[src/rtl/spi_byte_rx_pkg.sv]
// Shared constants for the SPI slave receive path.
// Holds DC encoding, byte width and pin-sync defaults.
package spi_byte_rx_pkg;

   localparam logic DC_CMD  = 1'b0;
   localparam logic DC_DATA = 1'b1;

   localparam int BYTE_W    = 8;
   localparam int BIT_CNT_W = $clog2(BYTE_W);

   localparam int DEF_SYNC_STAGES = 2;
   localparam int DEF_FILT_LEN    = 3;

endpackage

[src/rtl/pin_sync_filt.sv]
// Single-bit pin synchroniser with optional deglitch filter.
// Without the filter, a FILT_LEN-deep delay line keeps alignment.
module pin_sync_filt
   import spi_byte_rx_pkg::*;
#(
   parameter int SYNC_STAGES = DEF_SYNC_STAGES,
   parameter int FILT_LEN    = DEF_FILT_LEN,
   parameter bit FILTER      = 1'b1
) (
   input  logic clk,
   input  logic rst,
   input  logic pin,
   output logic q
);

   logic [SYNC_STAGES-1:0] sync_q, sync_d;
   logic                   s;

   // shift the raw pin through the synchroniser chain
   always_comb begin
      sync_d    = sync_q;
      sync_d[0] = pin;
      for (int i = 1; i < SYNC_STAGES; i++) begin
         sync_d[i] = sync_q[i-1];
      end
   end

   // synchroniser register
   always_ff @(posedge clk) begin
      if (rst) sync_q <= '0;
      else     sync_q <= sync_d;
   end

   assign s = sync_q[SYNC_STAGES-1];

   generate
      if (FILTER) begin : g_filt
         localparam int CW = (FILT_LEN > 1) ? $clog2(FILT_LEN) : 1;

         logic [CW-1:0] cnt_q, cnt_d;
         logic          lvl_q, lvl_d;

         // level changes only after FILT_LEN cycles of disagreement
         always_comb begin
            cnt_d = '0;
            lvl_d = lvl_q;
            if (s != lvl_q) begin
               if (cnt_q == CW'(FILT_LEN - 1)) lvl_d = s;
               else                            cnt_d = cnt_q + CW'(1);
            end
         end

         // filter state register
         always_ff @(posedge clk) begin
            if (rst) begin
               cnt_q <= '0;
               lvl_q <= 1'b0;
            end else begin
               cnt_q <= cnt_d;
               lvl_q <= lvl_d;
            end
         end

         assign q = lvl_q;
      end else if (FILT_LEN > 0) begin : g_dly
         logic [FILT_LEN-1:0] dly_q, dly_d;

         // delay line matching the filter latency
         always_comb begin
            dly_d    = dly_q;
            dly_d[0] = s;
            for (int i = 1; i < FILT_LEN; i++) begin
               dly_d[i] = dly_q[i-1];
            end
         end

         // delay line register
         always_ff @(posedge clk) begin
            if (rst) dly_q <= '0;
            else     dly_q <= dly_d;
         end

         assign q = dly_q[FILT_LEN-1];
      end else begin : g_pass
         assign q = s;
      end
   endgenerate

endmodule

[src/rtl/spi_byte_rx.sv]
// SPI slave receive front end: pin sync, clock deglitch,
// MSB-first byte assembly and frame bookkeeping.
module spi_byte_rx
   import spi_byte_rx_pkg::*;
#(
   parameter int SYNC_STAGES = DEF_SYNC_STAGES,
   parameter int FILT_LEN    = DEF_FILT_LEN,
   parameter int CNT_W       = 16
) (
   input  logic              SCLK,
   input  logic              Rst,
   input  logic              SPI_CLK,
   input  logic              SPI_DATA,
   input  logic              LE,
   input  logic              DC_in,
   output logic              write,
   output logic [7:0]        SHIFT_REG,
   output logic              DC_out,
   output logic              frame_start,
   output logic              frame_end,
   output logic              err_partial,
   output logic [CNT_W-1:0]  byte_cnt
);

   logic clk_f, data_al, dc_al, le_s;

   pin_sync_filt #(
      .SYNC_STAGES(SYNC_STAGES), .FILT_LEN(FILT_LEN), .FILTER(1'b1)
   ) u_clk (
      .clk(SCLK), .rst(Rst), .pin(SPI_CLK), .q(clk_f)
   );

   pin_sync_filt #(
      .SYNC_STAGES(SYNC_STAGES), .FILT_LEN(FILT_LEN), .FILTER(1'b0)
   ) u_data (
      .clk(SCLK), .rst(Rst), .pin(SPI_DATA), .q(data_al)
   );

   pin_sync_filt #(
      .SYNC_STAGES(SYNC_STAGES), .FILT_LEN(FILT_LEN), .FILTER(1'b0)
   ) u_dc (
      .clk(SCLK), .rst(Rst), .pin(DC_in), .q(dc_al)
   );

   pin_sync_filt #(
      .SYNC_STAGES(SYNC_STAGES), .FILT_LEN(0), .FILTER(1'b0)
   ) u_le (
      .clk(SCLK), .rst(Rst), .pin(LE), .q(le_s)
   );

   logic                 clk_prev_q, clk_prev_d;
   logic                 le_prev_q, le_prev_d;
   logic [BIT_CNT_W-1:0] bit_cnt_q, bit_cnt_d;
   logic [BYTE_W-2:0]    sh_q, sh_d;
   logic [BYTE_W-1:0]    shift_reg_q, shift_reg_d;
   logic                 dc_out_q, dc_out_d;
   logic                 write_q, write_d;
   logic                 fs_q, fs_d;
   logic                 fe_q, fe_d;
   logic                 err_q, err_d;
   logic [CNT_W-1:0]     byte_cnt_q, byte_cnt_d;

   logic rise, le_rise, le_fall;

   assign rise    = clk_f & ~clk_prev_q & le_s;
   assign le_rise = le_s & ~le_prev_q;
   assign le_fall = ~le_s & le_prev_q;

   // frame edges take precedence; otherwise shift on a qualified rise
   always_comb begin
      clk_prev_d  = clk_f;
      le_prev_d   = le_s;
      bit_cnt_d   = bit_cnt_q;
      sh_d        = sh_q;
      shift_reg_d = shift_reg_q;
      dc_out_d    = dc_out_q;
      byte_cnt_d  = byte_cnt_q;
      write_d     = 1'b0;
      fs_d        = 1'b0;
      fe_d        = 1'b0;
      err_d       = 1'b0;
      if (le_rise) begin
         fs_d       = 1'b1;
         byte_cnt_d = '0;
         bit_cnt_d  = '0;
      end else if (le_fall) begin
         fe_d      = 1'b1;
         err_d     = (bit_cnt_q != '0);
         bit_cnt_d = '0;
      end else if (rise) begin
         sh_d      = {sh_q[BYTE_W-3:0], data_al};
         bit_cnt_d = bit_cnt_q + BIT_CNT_W'(1);
         if (bit_cnt_q == BIT_CNT_W'(BYTE_W - 1)) begin
            write_d     = 1'b1;
            shift_reg_d = {sh_q, data_al};
            dc_out_d    = dc_al ? DC_DATA : DC_CMD;
            if (~&byte_cnt_q) byte_cnt_d = byte_cnt_q + CNT_W'(1);
         end
      end
   end

   // byte and frame state register
   always_ff @(posedge SCLK) begin
      if (Rst) begin
         clk_prev_q  <= 1'b0;
         le_prev_q   <= 1'b0;
         bit_cnt_q   <= '0;
         sh_q        <= '0;
         shift_reg_q <= '0;
         dc_out_q    <= DC_CMD;
         byte_cnt_q  <= '0;
         write_q     <= 1'b0;
         fs_q        <= 1'b0;
         fe_q        <= 1'b0;
         err_q       <= 1'b0;
      end else begin
         clk_prev_q  <= clk_prev_d;
         le_prev_q   <= le_prev_d;
         bit_cnt_q   <= bit_cnt_d;
         sh_q        <= sh_d;
         shift_reg_q <= shift_reg_d;
         dc_out_q    <= dc_out_d;
         byte_cnt_q  <= byte_cnt_d;
         write_q     <= write_d;
         fs_q        <= fs_d;
         fe_q        <= fe_d;
         err_q       <= err_d;
      end
   end

   assign write       = write_q;
   assign SHIFT_REG   = shift_reg_q;
   assign DC_out      = dc_out_q;
   assign frame_start = fs_q;
   assign frame_end   = fe_q;
   assign err_partial = err_q;
   assign byte_cnt    = byte_cnt_q;

endmodule

[config.mk]
export PLATFORM = sky130hd
export DESIGN_NAME = spi_byte_rx
export DESIGN_NICKNAME = d
export VERILOG_FILES = /design/src/rtl/spi_byte_rx_pkg.sv /design/src/rtl/pin_sync_filt.sv /design/src/rtl/spi_byte_rx.sv
export SDC_FILE = /design/constraint.sdc
export NUM_CORES = 1
export LEC_CHECK = 0
export CAP_MARGIN = 10
export CORE_MARGIN = 2
export CORE_UTILIZATION = 42
export CTS_CLUSTER_SIZE = 8
export DETAILED_ROUTE_END_ITERATION = 8
export DONT_BUFFER_PORTS = 1
export GPL_TIMING_DRIVEN = 0
export HOLD_SLACK_MARGIN = 0.05
export PLACE_DENSITY = 0.63
export SYNTH_ARGS = -nofsm -noshare
export SYNTH_HDL_FRONTEND = slang
export SYNTH_SLANG_ARGS = --single-unit
[constraint.sdc]
create_clock -name SCLK -period 5.9 [get_ports SCLK]
set_input_delay 1.18 -clock SCLK [delete_from_list [all_inputs] [get_ports SCLK]]
set_output_delay 1.18 -clock SCLK [all_outputs]
set_load 0.02 [all_outputs]
==> impl_results.md <==
- First-pass GRT wire length: roughly 7600 um
- Worst Tran Pin Value: around 0.57 ns
- Initial Util: approximately 44%
- Die W: around 78 um
- Final hold vios: 0
- Post CTS Setup Buffer Count: 0
- PostCTS Resize Cnt: 0
- Worst EP required: 6.16 ns
- Drt via density: between 5 and 6
- Area of the core: approximately 5200 um2
- Pre-CTS setup slack: ~3.7 ns
- CTS H-tree depth: 3
- Fraction of layout cells with a size suffix above 1: between 7 and 8%
- R2R depth: 7
- Detail Route Antenna Nets: 0
- Register bit total from synthesis: 58
- Post-synth design cell area: about 2300 um2
- Max Cap Viol: 0
- Post-route setup slack: 3.765 ns
- Pwr Density: between 300 and 400 nW/um2
- Crit Path Category: flip-flop to flip-flop
- Clock Path Buffers: 2
- Slowest CP cell: or4_1
- Port buffer count: 0
- Max incr delay on CP: roughly 0.47 ns
- Hold buffer count at CTS: 0
- Crit path depth: 7
- Hold depth: 1
- Crit-path max FO: 10
- Grt ovf: 0
- # diodes: 0
- Final Instance Area: around 2600 um2
- Syn. warnings: 0
- Area Overhead vs Synth: 13.49%
- Vias: approximately 1800
- DRC violation count after routing: 0
- Nets: roughly 270
- Hold Startpoint: u_clk.g_filt.cnt_q[0]
- Clk slew on worst S/H paths: 0.07 ns
- Synthesized area per cell: between 9 and 10 um2
- Cells after synthesis: 250
- Peak supply drop: between 0.15 and 0.2 mV
- Commonest non-fill, non-tap cell in the layout: dfxtp_1
- Unrepaired setup endpoints after global routing: false
- Post-synth EDFFs: 0
- Post-layout util: between 40% and 50%
- Crit path buffers/inverters: 2
- Cell Area, Placed: 2360 um2
- FF-to-FF Start: u_le.sync_q[1]
- Critical path endpoint category: flip-flop
- Period utilisation layout: between 30 and 40%
- Sequential cell area: 1161 um2
- CP top delay family: simple AND/OR/NAND/NOR gates
- Slew headroom: about three fifths
- Post-synth ARST share: 0%
- Hold Crit Class: flip-flop to flip-flop
- Fmax achieved: approximately 470 MHz
- First drt pass iteration count: 4
- Outcome: complete, no violations
- Root Buffer: clkbuf_8
- Post-Route WL: between 4000 and 5000 um
- Distinct cells, synth: 40
- Antenna violations before repair: 0
- Most frequent cells in the layout: 58 x dfxtp_1, 36 x nand2_1, 25 x a21oi_1
- Slew Limit Fails: 0
- Area of the multi-input gates: between 1000 and 1500 um2
- Post-synthesis sequential area ratio: between 50% and 60%
- Largest net degree at the start of global routing: 11
- Top_reg_cell synth: dfxtp_1
- Fillers: slightly below 500
- Row count: 26
- Hold_ws: between 0.4 and 0.5 ns
- Leak: around 0.86 nW
- Avg WL per Cell: between 10 and 15 um
- Starting DRC count in detailed routing: 83
- I/O pin cnt: 35
- Setup tns final: 0 ns
- Final Wtd Congestion: between 0.8 and 0.9
- Clock Latency Late Sink: ~0.33 ns
- Sink Count: 58
- Die Span Y: between 70 and 80 um
- Period minus WS final: approximately 2.1 ns
- Die area: approximately 6000 um2
- Clock Skew: between 0.006 and 0.007 ns
- Critical-path cell list: inv_1 -> ha_1 -> nand2b_1 -> or3_4 -> buf_6 -> or4_1 -> a21oi_1
- Syn nets: 263
- Crit. Startpoint: u_le.sync_q[1]
- Vias in the first global route: 1650
- Cts bufs inserted: 9
- Worst Path Arrival: 2.40 ns
- CP Launch Type: flip-flop
- Post-DP HPWL: 3038 um
- Final setup violation count: 0
- CTS tree: yes
- Tot GR Track Use: around 16%
-- Yosys cell counts (all sizes together), types with 2 or more instances --
cell type / n / area share [%]
a311oi: 2 / 0.77
nand4: 4 / 1.1
and4: 2 / 0.77
or4: 5 / 1.7
a211oi: 2 / 0.66
mux2i: 5 / 2.2
nand2: 36 / 5.9
buf: 3 / 0.94
nand3: 15 / 3.3
clkbuf: 9 / 1.5
nor2: 10 / 1.7
nor3: 6 / 1.5
nor4: 5 / 1.4
inv: 8 / 1.3
xnor2: 2 / 0.77
nand3b: 2 / 0.66
nor2b: 17 / 4.7
dfxtp: 58 / 51
ha: 7 / 3.9
a21oi: 25 / 5.5
o21ai: 2 / 0.44
o211ai: 2 / 0.66
o31ai: 4 / 1.3
or3: 7 / 2.1
-- through the flow --
step | instances | total power [mW]
floorplan | 250 | 0.4169
global placement | 320 | 0.4210
detailed placement | 320 | 0.4214
CTS | 336 | 0.8284
global route | 336 | 0.8432
finish | 336 | 0.8196
-- cell type report --
cell class,count,share of cell area [%]
clock buffers,11,5.483
clock inverters,5,3.008
flip-flops and latches,58,45.03
inverters,8,1.164
plain buffers,12,2.135
multi-input cells,172,39.79
well taps,70,3.396
-- state kept, by name (all words and copies together), names as in the netlist, 2 cells and up --
name and cells:
byte_cnt 16, SHIFT_REG 8, sh_q 7, bit_cnt_q 3
u_data.g_dly.dly_q 3, u_dc.g_dly.dly_q 3, u_clk.g_filt.cnt_q 2, u_clk.sync_q 2
u_data.sync_q 2, u_dc.sync_q 2, u_le.sync_q 2
-- worst reg2reg max path, stage by stage, from the launching register on --
cell      delay [ns]
dfxtp_1         0.39
inv_1           0.08
ha_1            0.25
nand2b_1        0.18
or3_4           0.40
buf_6           0.15
or4_1           0.47
a21oi_1         0.15
-- worst paths after layout --
check                           slack [ns]               endpoint
worst max-delay path                  3.77            byte_cnt[4]
worst min-delay path                  0.42  u_clk.g_filt.cnt_q[0]
worst max register to register        3.77            byte_cnt[4]
worst min register to register        0.42  u_clk.g_filt.cnt_q[0]
-- routing by layer --
layer  share of wire [%]  track usage, %  wire (um)  vias up
met1                  49           20.88       2179      800
met3                 4.1           4.651        180       13
met2                  43           23.13       1911       41
met5                   0               0          0        -
met4                 3.0           9.643        131        0
li1                    -               -          -      905
-- where the power goes --
part	internal, mW	leakage (nW)	switching, mW
clock network	0.248	0.109	0.160
logic	0.00507	0.284	0.00989
registers	0.395	0.469	0.00167
-- cells by family (layout without fill, tap and decap cells) --
| logic type | count (synthesis) | count (layout) | synth area share, % |
|---|---|---|---|
| and+or+nand+nor | 116 | 116 | 27.15 |
| muxes | 5 | 5 | 2.203 |
| adders and majority gates | 7 | 7 | 3.854 |
| AOI/OAI and AO/OA | 42 | 42 | 11.18 |
| xor gates and xnor gates | 2 | 2 | 0.7711 |
| buffers and inverters | 20 | 36 | 3.744 |
| DFF | 58 | 58 | 51.10 |
Power figures use the tool's default switching activity.
